### src/rtl/bt_tx_arbiter_if.sv
// Bundle of requester byte streams, the request-FIFO write port and the arbiter status outputs.
// The arbiter connects to the slave modport; the requesters and the FIFO drive the master side.
interface bt_tx_arbiter_if #(
  parameter int NUM_REQ = 4,
  parameter int CNT_W   = 16
);
  logic [NUM_REQ*8-1:0] req_data;
  logic [NUM_REQ-1:0]   req_vld;
  logic [NUM_REQ-1:0]   req_last;
  logic [NUM_REQ-1:0]   req_rdy;
  logic [7:0]           out_data;
  logic                 out_vld;
  logic                 out_rdy;
  logic [NUM_REQ-1:0]   grant;
  logic                 busy;
  logic                 frame_done;
  logic                 timeout_err;
  logic [CNT_W-1:0]     frame_cnt;

  modport master (
    output req_data, req_vld, req_last, out_rdy,
    input  req_rdy, out_data, out_vld, grant, busy, frame_done, timeout_err, frame_cnt
  );

  modport slave (
    input  req_data, req_vld, req_last, out_rdy,
    output req_rdy, out_data, out_vld, grant, busy, frame_done, timeout_err, frame_cnt
  );
endinterface

### src/rtl/bt_tx_arbiter.sv
// Frame-level round-robin arbiter sharing one FIFO write port among NUM_REQ byte streams,
// with an optional ID header per frame and a watchdog that aborts frames stalled by their owner.
module bt_tx_arbiter #(
  parameter int         NUM_REQ     = 4,
  parameter bit         HEADER_EN   = 1'b1,
  parameter logic [3:0] HEADER_TAG  = 4'hA,
  parameter int         TIMEOUT_CYC = 1024,
  parameter int         CNT_W       = 16
) (
  input logic            clk,
  input logic            rst,
  bt_tx_arbiter_if.slave bus
);
  localparam int IDX_W = (NUM_REQ > 1) ? $clog2(NUM_REQ) : 1;
  localparam int WD_W  = $clog2(TIMEOUT_CYC + 1);
  localparam logic [IDX_W:0]   NREQ     = (IDX_W+1)'(NUM_REQ);
  localparam logic [IDX_W-1:0] LAST_IDX = IDX_W'(NUM_REQ - 1);
  localparam logic [WD_W-1:0]  WD_MAX   = WD_W'(TIMEOUT_CYC - 1);

  typedef enum logic [1:0] {IDLE, HEADER, DATA} state_t;

  state_t           state, state_n;
  logic [IDX_W-1:0] gidx, gidx_n;
  logic [IDX_W-1:0] rr_ptr, rr_ptr_n;
  logic [WD_W-1:0]  wd, wd_n;
  logic [CNT_W-1:0] cnt, cnt_n;
  logic             done, done_n;
  logic             tout, tout_n;

  logic [7:0]         req_byte [NUM_REQ];
  logic [NUM_REQ-1:0] rot;
  logic [IDX_W:0]     sum;
  logic [IDX_W-1:0]   pick;
  logic [IDX_W-1:0]   next_ptr;
  logic               found;
  logic               g_vld;
  logic               g_last;
  logic               beat;

  always_comb begin
    for (int i = 0; i < NUM_REQ; i++) req_byte[i] = bus.req_data[8*i +: 8];
  end

  // Round-robin pick: rotate requests so rr_ptr sits at bit 0; lowest set bit wins.
  always_comb begin
    rot   = NUM_REQ'({bus.req_vld, bus.req_vld} >> rr_ptr);
    found = |bus.req_vld;
    pick  = '0;
    sum   = '0;
    for (int k = NUM_REQ - 1; k >= 0; k--) begin
      if (rot[k]) begin
        sum = {1'b0, rr_ptr} + (IDX_W+1)'(k);
        if (sum >= NREQ) sum = sum - NREQ;
        pick = sum[IDX_W-1:0];
      end
    end
  end

  assign g_vld    = bus.req_vld[gidx];
  assign g_last   = bus.req_last[gidx];
  assign beat     = g_vld & bus.out_rdy;
  assign next_ptr = (gidx == LAST_IDX) ? '0 : gidx + IDX_W'(1);

  always_comb begin
    state_n      = state;
    gidx_n       = gidx;
    rr_ptr_n     = rr_ptr;
    wd_n         = wd;
    cnt_n        = cnt;
    done_n       = 1'b0;
    tout_n       = 1'b0;
    bus.out_data = '0;
    bus.out_vld  = 1'b0;
    bus.req_rdy  = '0;
    case (state)
      IDLE: begin
        wd_n = '0;
        if (found) begin
          gidx_n  = pick;
          state_n = HEADER_EN ? HEADER : DATA;
        end
      end
      HEADER: begin
        bus.out_vld  = 1'b1;
        bus.out_data = {HEADER_TAG, 4'(gidx)};
        if (bus.out_rdy) begin
          state_n = DATA;
          wd_n    = '0;
        end
      end
      DATA: begin
        bus.out_data      = req_byte[gidx];
        bus.out_vld       = g_vld;
        bus.req_rdy[gidx] = bus.out_rdy;
        if (beat) begin
          wd_n = '0;
          if (g_last) begin
            done_n   = 1'b1;
            cnt_n    = cnt + CNT_W'(1);
            rr_ptr_n = next_ptr;
            state_n  = IDLE;
          end
        end else if (!g_vld) begin
          // Only owner silence counts; FIFO backpressure with data pending holds the count.
          if (wd == WD_MAX) begin
            tout_n   = 1'b1;
            rr_ptr_n = next_ptr;
            state_n  = IDLE;
          end else begin
            wd_n = wd + WD_W'(1);
          end
        end
      end
      default: state_n = IDLE;
    endcase
  end

  always_ff @(posedge clk or posedge rst) begin
    if (rst) begin
      state  <= IDLE;
      gidx   <= '0;
      rr_ptr <= '0;
      wd     <= '0;
      cnt    <= '0;
      done   <= 1'b0;
      tout   <= 1'b0;
    end else begin
      state  <= state_n;
      gidx   <= gidx_n;
      rr_ptr <= rr_ptr_n;
      wd     <= wd_n;
      cnt    <= cnt_n;
      done   <= done_n;
      tout   <= tout_n;
    end
  end

  assign bus.grant       = (state == IDLE) ? '0 : (NUM_REQ'(1) << gidx);
  assign bus.busy        = (state != IDLE);
  assign bus.frame_done  = done;
  assign bus.timeout_err = tout;
  assign bus.frame_cnt   = cnt;
endmodule

### src/flat_wrapper.sv
// flat-port wrapper written by rule: the top's interface ports become plain ports
module bt_tx_arbiter_flat 
#(
  parameter int         NUM_REQ     = 4,
  parameter bit         HEADER_EN   = 1'b1,
  parameter logic [3:0] HEADER_TAG  = 4'hA,
  parameter int         TIMEOUT_CYC = 1024,
  parameter int         CNT_W       = 16
)
  (clk, rst, bus_req_data, bus_req_vld, bus_req_last, bus_out_rdy, bus_req_rdy, bus_out_data, bus_out_vld, bus_grant, bus_busy, bus_frame_done, bus_timeout_err, bus_frame_cnt);
  bt_tx_arbiter_if #(.NUM_REQ(NUM_REQ), .CNT_W(CNT_W)) bus_i ();
  input logic clk;
  input logic rst;
  input wire logic [$bits(bus_i.req_data)-1:0] bus_req_data;
  input wire logic [$bits(bus_i.req_vld)-1:0] bus_req_vld;
  input wire logic [$bits(bus_i.req_last)-1:0] bus_req_last;
  input wire logic [$bits(bus_i.out_rdy)-1:0] bus_out_rdy;
  output wire logic [$bits(bus_i.req_rdy)-1:0] bus_req_rdy;
  output wire logic [$bits(bus_i.out_data)-1:0] bus_out_data;
  output wire logic [$bits(bus_i.out_vld)-1:0] bus_out_vld;
  output wire logic [$bits(bus_i.grant)-1:0] bus_grant;
  output wire logic [$bits(bus_i.busy)-1:0] bus_busy;
  output wire logic [$bits(bus_i.frame_done)-1:0] bus_frame_done;
  output wire logic [$bits(bus_i.timeout_err)-1:0] bus_timeout_err;
  output wire logic [$bits(bus_i.frame_cnt)-1:0] bus_frame_cnt;
  assign bus_i.req_data = bus_req_data;
  assign bus_i.req_vld = bus_req_vld;
  assign bus_i.req_last = bus_req_last;
  assign bus_i.out_rdy = bus_out_rdy;
  assign bus_req_rdy = bus_i.req_rdy;
  assign bus_out_data = bus_i.out_data;
  assign bus_out_vld = bus_i.out_vld;
  assign bus_grant = bus_i.grant;
  assign bus_busy = bus_i.busy;
  assign bus_frame_done = bus_i.frame_done;
  assign bus_timeout_err = bus_i.timeout_err;
  assign bus_frame_cnt = bus_i.frame_cnt;
  bt_tx_arbiter #(.NUM_REQ(NUM_REQ), .HEADER_EN(HEADER_EN), .HEADER_TAG(HEADER_TAG), .TIMEOUT_CYC(TIMEOUT_CYC), .CNT_W(CNT_W)) u_core (.clk(clk), .rst(rst), .bus(bus_i));
endmodule
### config.mk
export PLATFORM = sky130hd
export DESIGN_NAME = bt_tx_arbiter_flat
export DESIGN_NICKNAME = d
export VERILOG_FILES = /design/src/rtl/bt_tx_arbiter_if.sv /design/src/rtl/bt_tx_arbiter.sv /design/src/flat_wrapper.sv
export SDC_FILE = /design/constraint.sdc
export NUM_CORES = 1
export LEC_CHECK = 0
export CORE_UTILIZATION = 40
export CTS_CLUSTER_DIAMETER = 30
export DETAILED_ROUTE_END_ITERATION = 16
export PLACE_DENSITY = 0.84
export SYNTH_ARGS = -nofsm -noshare
export SYNTH_HDL_FRONTEND = slang
export SYNTH_SLANG_ARGS = --single-unit
### constraint.sdc
create_clock -name clk -period 2.6 [get_ports clk]
set_clock_uncertainty 0.05 [all_clocks]
set_input_delay 0.52 -clock clk [delete_from_list [all_inputs] [get_ports clk]]
set_output_delay 0.52 -clock clk [all_outputs]
set_load 0.01 [all_outputs]
==> results.sh, run 1 <==
export IMPL_status="finished with violations"
export IMPL_violations="negative setup slack"
export IMPL_place_hpwl_um=4479
export IMPL_syn_nets=289
export IMPL_yosysUniqueCellTypes=43
export IMPL_path_cells="buf_12 -> buf_4 -> mux4_2 -> a22oi_2 -> nor2b_1 -> dlygate4sd2_1"
export IMPL_grt_max_degree=36
export IMPL_critical_path_class="reg -> out"
export IMPL_wirelength_um=5947
export IMPL_synth_simple_area_share_pct=24.04
export IMPL_synthMuxAreaShare_pct=12.77
export IMPL_synthAdderAreaFrac_pct=5.342
export IMPL_dr_first_iter_drc_count=167
export IMPL_critical_path_top_delay_family="buffers and inverters"
export IMPL_drc=0
export IMPL_start_kind="flip-flop"
export IMPL_comb_power_share_pct=57.4
export IMPL_grt_pass1_vias=2180
export IMPL_crit_fanout=6
export IMPL_synth_compound_area_share_pct=10.36
export IMPL_crit_slowest_cell="mux4_2"
export IMPL_instances_no_fill=403
export IMPL_layout_common_cells="64 x clkdlybuf4s50_1, 35 x dfrtp_1, 18 x buf_4, 14 x nand2_1, 13 x xnor2_1"
export IMPL_intPower_mw=1.567
export IMPL_yosysWarnings=0
export IMPL_max_freq_mhz=383.8
export IMPL_irDropWorstVdd_mv=0.4139
export IMPL_wire_per_inst_um=14.76
export IMPL_preCtsSetupSlack_ns=-0.2214
export IMPL_port_buffers=78
export IMPL_antenna_found_initial=0
export IMPL_die_h_um=78.52
export IMPL_nets=383
export IMPL_grt_pass1_wl_um=9804
export IMPL_start_util_pct=42.02
export IMPL_utilization_pct=62.07
export IMPL_area_delta_synth_final_pct=47.70
export IMPL_die_w_um=78.52
export IMPL_final_period_utilization_pct=100.2
export IMPL_cts_tree="built"
export IMPL_synth_yosys_seq_area_share_pct=37.39
export IMPL_grt_usage_pct=20.58
export IMPL_fp_dieArea_um2=6165
export IMPL_cp_required_ns=2.03
export IMPL_finalWeightedCongestion=0.8385
export IMPL_dr_total_vias=2226
export IMPL_power_switching_uw=973.0
export IMPL_cts_made_buffers=5
export IMPL_reg2regPathDepth=6
export IMPL_synth_xor_area_share_pct=5.609
export IMPL_end_kind="output pin"
export IMPL_clock_sinks=35
export IMPL_async_flop_share_pct=100.0
export IMPL_timing_rr_start="u_core.gidx[0]$_DFFE_PP0P_"
export IMPL_cts_htree_levels=2
export IMPL_fin_area_um2=3460
export IMPL_post_dp_cell_area_um2=3298
export IMPL_tightestPinTransition_ns=0.5494
export IMPL_core_um2=5574
export IMPL_min_period_ns=2.605
export IMPL_swShare_pct=38.31
export IMPL_synth_top_family_by_area="simple AND/OR/NAND/NOR gates"
export IMPL_avgViaCountPerCell=5.524
export IMPL_fill_cells=444
export IMPL_cpPeakStageDelay_ns=0.52
export IMPL_synth_flop_cell="dfrtp_1"
export IMPL_min_path_type="reg -> reg"
export IMPL_worst_slack_ns=-0.005302
export IMPL_io_pins=79
export IMPL_hold_viol=0
export IMPL_clk_pin_slew_ns=0.07
export IMPL_cap_viol_max_count=0
export IMPL_ant_nets=0
export IMPL_clkPwrFrac_pct=15.0
export IMPL_powerDensity_nw_per_um2=734.1
export IMPL_synthCells=236
export IMPL_yosys_register_bits=35
export IMPL_synth_edff_count=0
export IMPL_whs_path_depth=1
export IMPL_place_inst=390
export IMPL_rsz0062_at_grt="true"
export IMPL_clk_latency_ns=0.29
export IMPL_arrival_ns=2.04
export IMPL_clockBufferDepth=2
export IMPL_final_max_slew_viol_count=0
export IMPL_row_count=27
export IMPL_n_antenna_cell=0
export IMPL_p_seq_share_pct=27.6
export IMPL_cts_hold_buf=0
export IMPL_r2r_slack_ns=0.25
export IMPL_syn_avg_cell_area_um2=9.925
export IMPL_firstDrtPassIters=4
export IMPL_drive_above_1_share_pct=16.01
export IMPL_hold_start="u_core.bus.frame_cnt[15]$_DFFE_PP0P_"
export IMPL_final_common_cell="clkdlybuf4s50_1"
export IMPL_root_buffer="clkbuf_8"
export IMPL_relSlewSlack_pct=63.23
export IMPL_report_final_setup_viol=1
export IMPL_min_to="u_core.bus.frame_cnt[15]$_DFFE_PP0P_"
export IMPL_syn_cell_area_um2=2342
export IMPL_gr_total_overflow=0
export IMPL_path_buf_inv=3
export IMPL_p_leak_nw=1.494
export IMPL_power_mw=2.540
export IMPL_rr_endpoint="u_core.wd[3]$_DFFE_PP0P_"
## logic make-up after synthesis
| family | count (synthesis) |
|---|---|
| adder cells (fa/ha/maj) | 10 |
| multiplexers | 18 |
| buffers and inverters | 24 |
| AND/OR/NAND/NOR | 97 |
| AO/OA/AOI/OAI | 37 |
| XOR/XNOR | 15 |
| flip-flops | 35 |
## power by group through the flow
stage               clock, mW  sequential (mW)  combinational [mW]
finish                  0.381            0.702                1.46
global route            0.420            0.712                1.58
CTS                     0.393            0.699                1.37
detailed placement          0            0.711                1.37
global placement            0            0.707                1.34
floorplan                   0            0.692               0.787
## synthesized netlist by cell type, types with 7 or more instances
cell     count  share of area (%)
dfrtp_1     35                 37
nand2_1     14                2.2
a21oi_1     13                2.8
xnor2_1     13                4.9
inv_1       12                1.9
nand4_1     12                3.2
nor2b_1     12                3.2
and3_1      10                2.7
ha_1        10                5.3
nand3_1     10                2.1
nor2_1      10                1.6
mux4_2       9                8.7
nor4_1       7                1.9
## area by class of cell
| type | instances | area (µm²) | area share, % |
|---|---|---|---|
| inverter | 12 | 45.04 | 1.302 |
| multi-input combinational | 177 | 1390 | 40.18 |
| tap | 72 | 90.09 | 2.604 |
| timing repair buffer | 99 | 973.4 | 28.14 |
| clock inverter | 2 | 12.51 | 0.3617 |
| clock buffer | 6 | 72.57 | 2.098 |
| sequential | 35 | 875.8 | 25.32 |
## state kept, by name, summed over array words and instances, names as in the netlist
name                    count
u_core.bus.frame_done       1
u_core.state                2
u_core.gidx                 2
u_core.wd                  11
u_core.rr_ptr               2
u_core.bus.timeout_err      1
u_core.bus.frame_cnt       16
## stage by stage
step	hold WS, ns	TNS [ns]
after floorplan	0.4466	0
after global routing	0.4308	-0.05648
after CTS	0.4253	0
after global placement	0.4100	-0.9827
final	0.4213	-0.005302
after detailed placement	0.4161	-1.469
## how the worst max path moves through the flow
stage	startpoint	endpoint	slack, ns	depth (start not counted)
after floorplan	u_core.gidx[0]$_DFFE_PP0P_	bus_out_data[1]	0.37	6
after global placement	bus_req_vld[3]	bus_out_vld	-0.20	5
after detailed placement	bus_req_vld[3]	bus_out_vld	-0.22	5
after CTS	u_core.gidx[0]$_DFFE_PP0P_	bus_req_rdy[0]	0.001	6
after global routing	u_core.gidx[0]$_DFFE_PP0P_	bus_out_data[0]	-0.06	6
final	u_core.gidx[0]$_DFFE_PP0P_	bus_out_data[0]	-0.005	6
## metal layers
metal | vias up | wire, µm | share of wire [%] | global-route usage (%)
met4 | 0 | 112 | 1.9 | 7.407
met1 | 1049 | 2337 | 39 | 24.17
met2 | 108 | 2986 | 50 | 35.48
met5 | - | 0 | 0 | 0
li1 | 1060 | - | - | -
met3 | 9 | 511 | 8.6 | 5.930
## worst register-to-register path: cells and delay by family, from the launching register on
kind	cells	cell delay, ns
simple gates	2	0.93
mux	1	0.54
flops	1	0.40
buf+inv	2	0.21
compound gates	1	0.15
## what timing repair did
item	CTS	global route
buffers inserted	2	3
endpoints found under the hold margin	0	0
endpoints found under the setup margin	10	8
gates resized for setup	11	9
Note: power is estimated with default switching activity, not from simulation.
==> run 2, diff against run 1 <==
--- a/config.mk
+++ b/config.mk
@@ -5,7 +5,9 @@
 export SDC_FILE = /design/constraint.sdc
 export NUM_CORES = 1
 export LEC_CHECK = 0
+export CAP_MARGIN = 25
 export CORE_UTILIZATION = 40
+export CTS_BUF_LIST = sky130_fd_sc_hd__clkbuf_4 sky130_fd_sc_hd__clkbuf_8 sky130_fd_sc_hd__clkbuf_16
 export CTS_CLUSTER_DIAMETER = 30
 export DETAILED_ROUTE_END_ITERATION = 16
 export PLACE_DENSITY = 0.84
==> run 2 against run 1 <==
  * Hold slack about the same
  * The run still ends with negative setup slack left
  * First-iteration DRC count increased by 4.8%
  * Largest cell class unchanged
  * Non-clock buffer count unchanged
  * Largest power group unchanged
  * Register-to-register slack about the same
==> results.sh, run 2 (synthesis results as in run 1) <==
export IMPL_status="finished with violations"
export IMPL_violations="negative setup slack"
export IMPL_clock_sinks=35
export IMPL_wire_per_inst_um=14.77
export IMPL_wirelength_um=5951
export IMPL_grt_pass1_wl_um=9804
export IMPL_critPathLaunch="u_core.gidx[0]$_DFFE_PP0P_"
export IMPL_io_pins=79
export IMPL_largest_reg_flops=16
export IMPL_cp_required_ns=2.03
export IMPL_row_count=27
export IMPL_clockBufferDepth=2
export IMPL_fin_area_um2=3463
export IMPL_critical_path_class="reg -> out"
export IMPL_report_final_setup_viol=1
export IMPL_place_hpwl_um=4479
export IMPL_root_buffer="clkbuf_8"
export IMPL_start_kind="flip-flop"
export IMPL_preCtsSetupSlack_ns=-0.2214
export IMPL_layout_common_cells="64 x clkdlybuf4s50_1, 35 x dfrtp_1, 18 x buf_4, 14 x nand2_1, 13 x xnor2_1"
export IMPL_firstDrtPassIters=4
export IMPL_drc=0
export IMPL_dr_total_vias=2229
export IMPL_cts_hold_buf=0
export IMPL_crit_fanout=6
export IMPL_nets=383
export IMPL_grt_usage_pct=20.58
export IMPL_cap_viol_max_count=0
export IMPL_core_um2=5574
export IMPL_area_delta_synth_final_pct=47.86
export IMPL_rr_endpoint="u_core.wd[4]$_DFFE_PP0P_"
export IMPL_min_path_type="reg -> reg"
export IMPL_die_h_um=78.52
export IMPL_hold_viol=0
export IMPL_max_freq_mhz=383.5
export IMPL_dr_first_iter_drc_count=175
export IMPL_end_kind="output pin"
export IMPL_antenna_found_initial=0
export IMPL_start_util_pct=42.02
export IMPL_fp_dieArea_um2=6165
export IMPL_irDropWorstVdd_mv=0.4129
export IMPL_cts_made_buffers=5
export IMPL_cts_htree_levels=2
export IMPL_tightestPinTransition_ns=0.5744
export IMPL_grt_pass1_vias=2182
export IMPL_worst_slack_ns=-0.007857
export IMPL_final_common_cell="clkdlybuf4s50_1"
export IMPL_avgViaCountPerCell=5.531
export IMPL_timing_rr_start="u_core.gidx[0]$_DFFE_PP0P_"
export IMPL_finalWeightedCongestion=0.8385
export IMPL_drive_above_1_share_pct=16.31
export IMPL_fill_cells=446
export IMPL_clk_pin_slew_ns=0.07
export IMPL_post_dp_cell_area_um2=3298
export IMPL_n_antenna_cell=0
export IMPL_final_max_slew_viol_count=0
export IMPL_ant_nets=0
export IMPL_power_mw=2.556
export IMPL_r2r_slack_ns=0.25
export IMPL_final_period_utilization_pct=100.3
export IMPL_powerDensity_nw_per_um2=738.0
export IMPL_gr_total_overflow=0
export IMPL_port_buffers=78
export IMPL_arrival_ns=2.04
export IMPL_relSlewSlack_pct=61.57
export IMPL_p_leak_nw=1.498
export IMPL_rsz0062_at_grt="true"
export IMPL_min_period_ns=2.608
export IMPL_clk_latency_ns=0.29
export IMPL_endpoint="bus_out_data[0]"
export IMPL_cts_tree="built"
export IMPL_reg2regPathDepth=6
export IMPL_die_w_um=78.52
export IMPL_grt_max_degree=36
==> run 2: metal layers <==
metal / wire, µm / track usage, % / vias up
met3: 490 / 5.930 / 9
met2: 2989 / 35.48 / 104
li1: - / - / 1061
met4: 112 / 7.407 / 0
met1: 2360 / 24.17 / 1055
met5: 0 / 0 / -
==> run 2: timing repair <==
item / CTS / global route
setup buffers: 2 / 3
resized for setup: 11 / 9
endpoints found under the setup margin: 10 / 8
cloned: 0 / 0
==> run 2: metrics by stage <==
| step | TNS, ns | util [%] | hold slack [ns] | std cells |
|---|---|---|---|---|
| after floorplan | 0 | - | 0.4466 | 236 |
| after global placement | -0.9827 | 59.17 | 0.4100 | 390 |
| after global routing | -0.05648 | 62.13 | 0.4308 | 403 |
| after CTS | 0 | 60.85 | 0.4253 | 400 |
| final | -0.007857 | 62.13 | 0.4213 | 403 |
| after detailed placement | -1.469 | 59.17 | 0.4161 | 390 |
==> run 2: final cells by class <==
class / count / area, µm² / area share, %
multi-input combinational: 177 / 1390 / 40.14
timing repair buffer: 99 / 973.4 / 28.11
sequential: 35 / 875.8 / 25.29
tap: 72 / 90.09 / 2.601
clock buffer: 6 / 76.32 / 2.204
inverter: 12 / 45.04 / 1.301
clock inverter: 2 / 12.51 / 0.3613
==> run 2: worst min-delay path by stage <==
stage,start,endpoint,slack (ns),depth (start not counted)
final,u_core.bus.frame_cnt[15]$_DFFE_PP0P_,u_core.bus.frame_cnt[15]$_DFFE_PP0P_,0.42,1
after global routing,u_core.bus.frame_cnt[15]$_DFFE_PP0P_,u_core.bus.frame_cnt[15]$_DFFE_PP0P_,0.43,1
after CTS,u_core.bus.frame_cnt[15]$_DFFE_PP0P_,u_core.bus.frame_cnt[15]$_DFFE_PP0P_,0.43,1
after detailed placement,u_core.bus.frame_cnt[15]$_DFFE_PP0P_,u_core.bus.frame_cnt[15]$_DFFE_PP0P_,0.42,1
after global placement,u_core.bus.frame_cnt[15]$_DFFE_PP0P_,u_core.bus.frame_cnt[15]$_DFFE_PP0P_,0.41,1
after floorplan,u_core.wd[0]$_DFFE_PP0P_,u_core.wd[0]$_DFFE_PP0P_,0.45,1
==> run 2: worst max-delay path: stages, from the launching register on <==
cell	delay (ns)
dfrtp_1	0.40
buf_12	0.13
buf_4	0.15
mux4_2	0.52
a22oi_2	0.18
nor2b_1	0.07
dlygate4sd2_1	0.28
==> run 2: power by group <==
part	switching, mW	internal [mW]
Clock	0.198	0.197
Sequential	0.0882	0.614
Combinational	0.693	0.766
Total	0.979	1.58
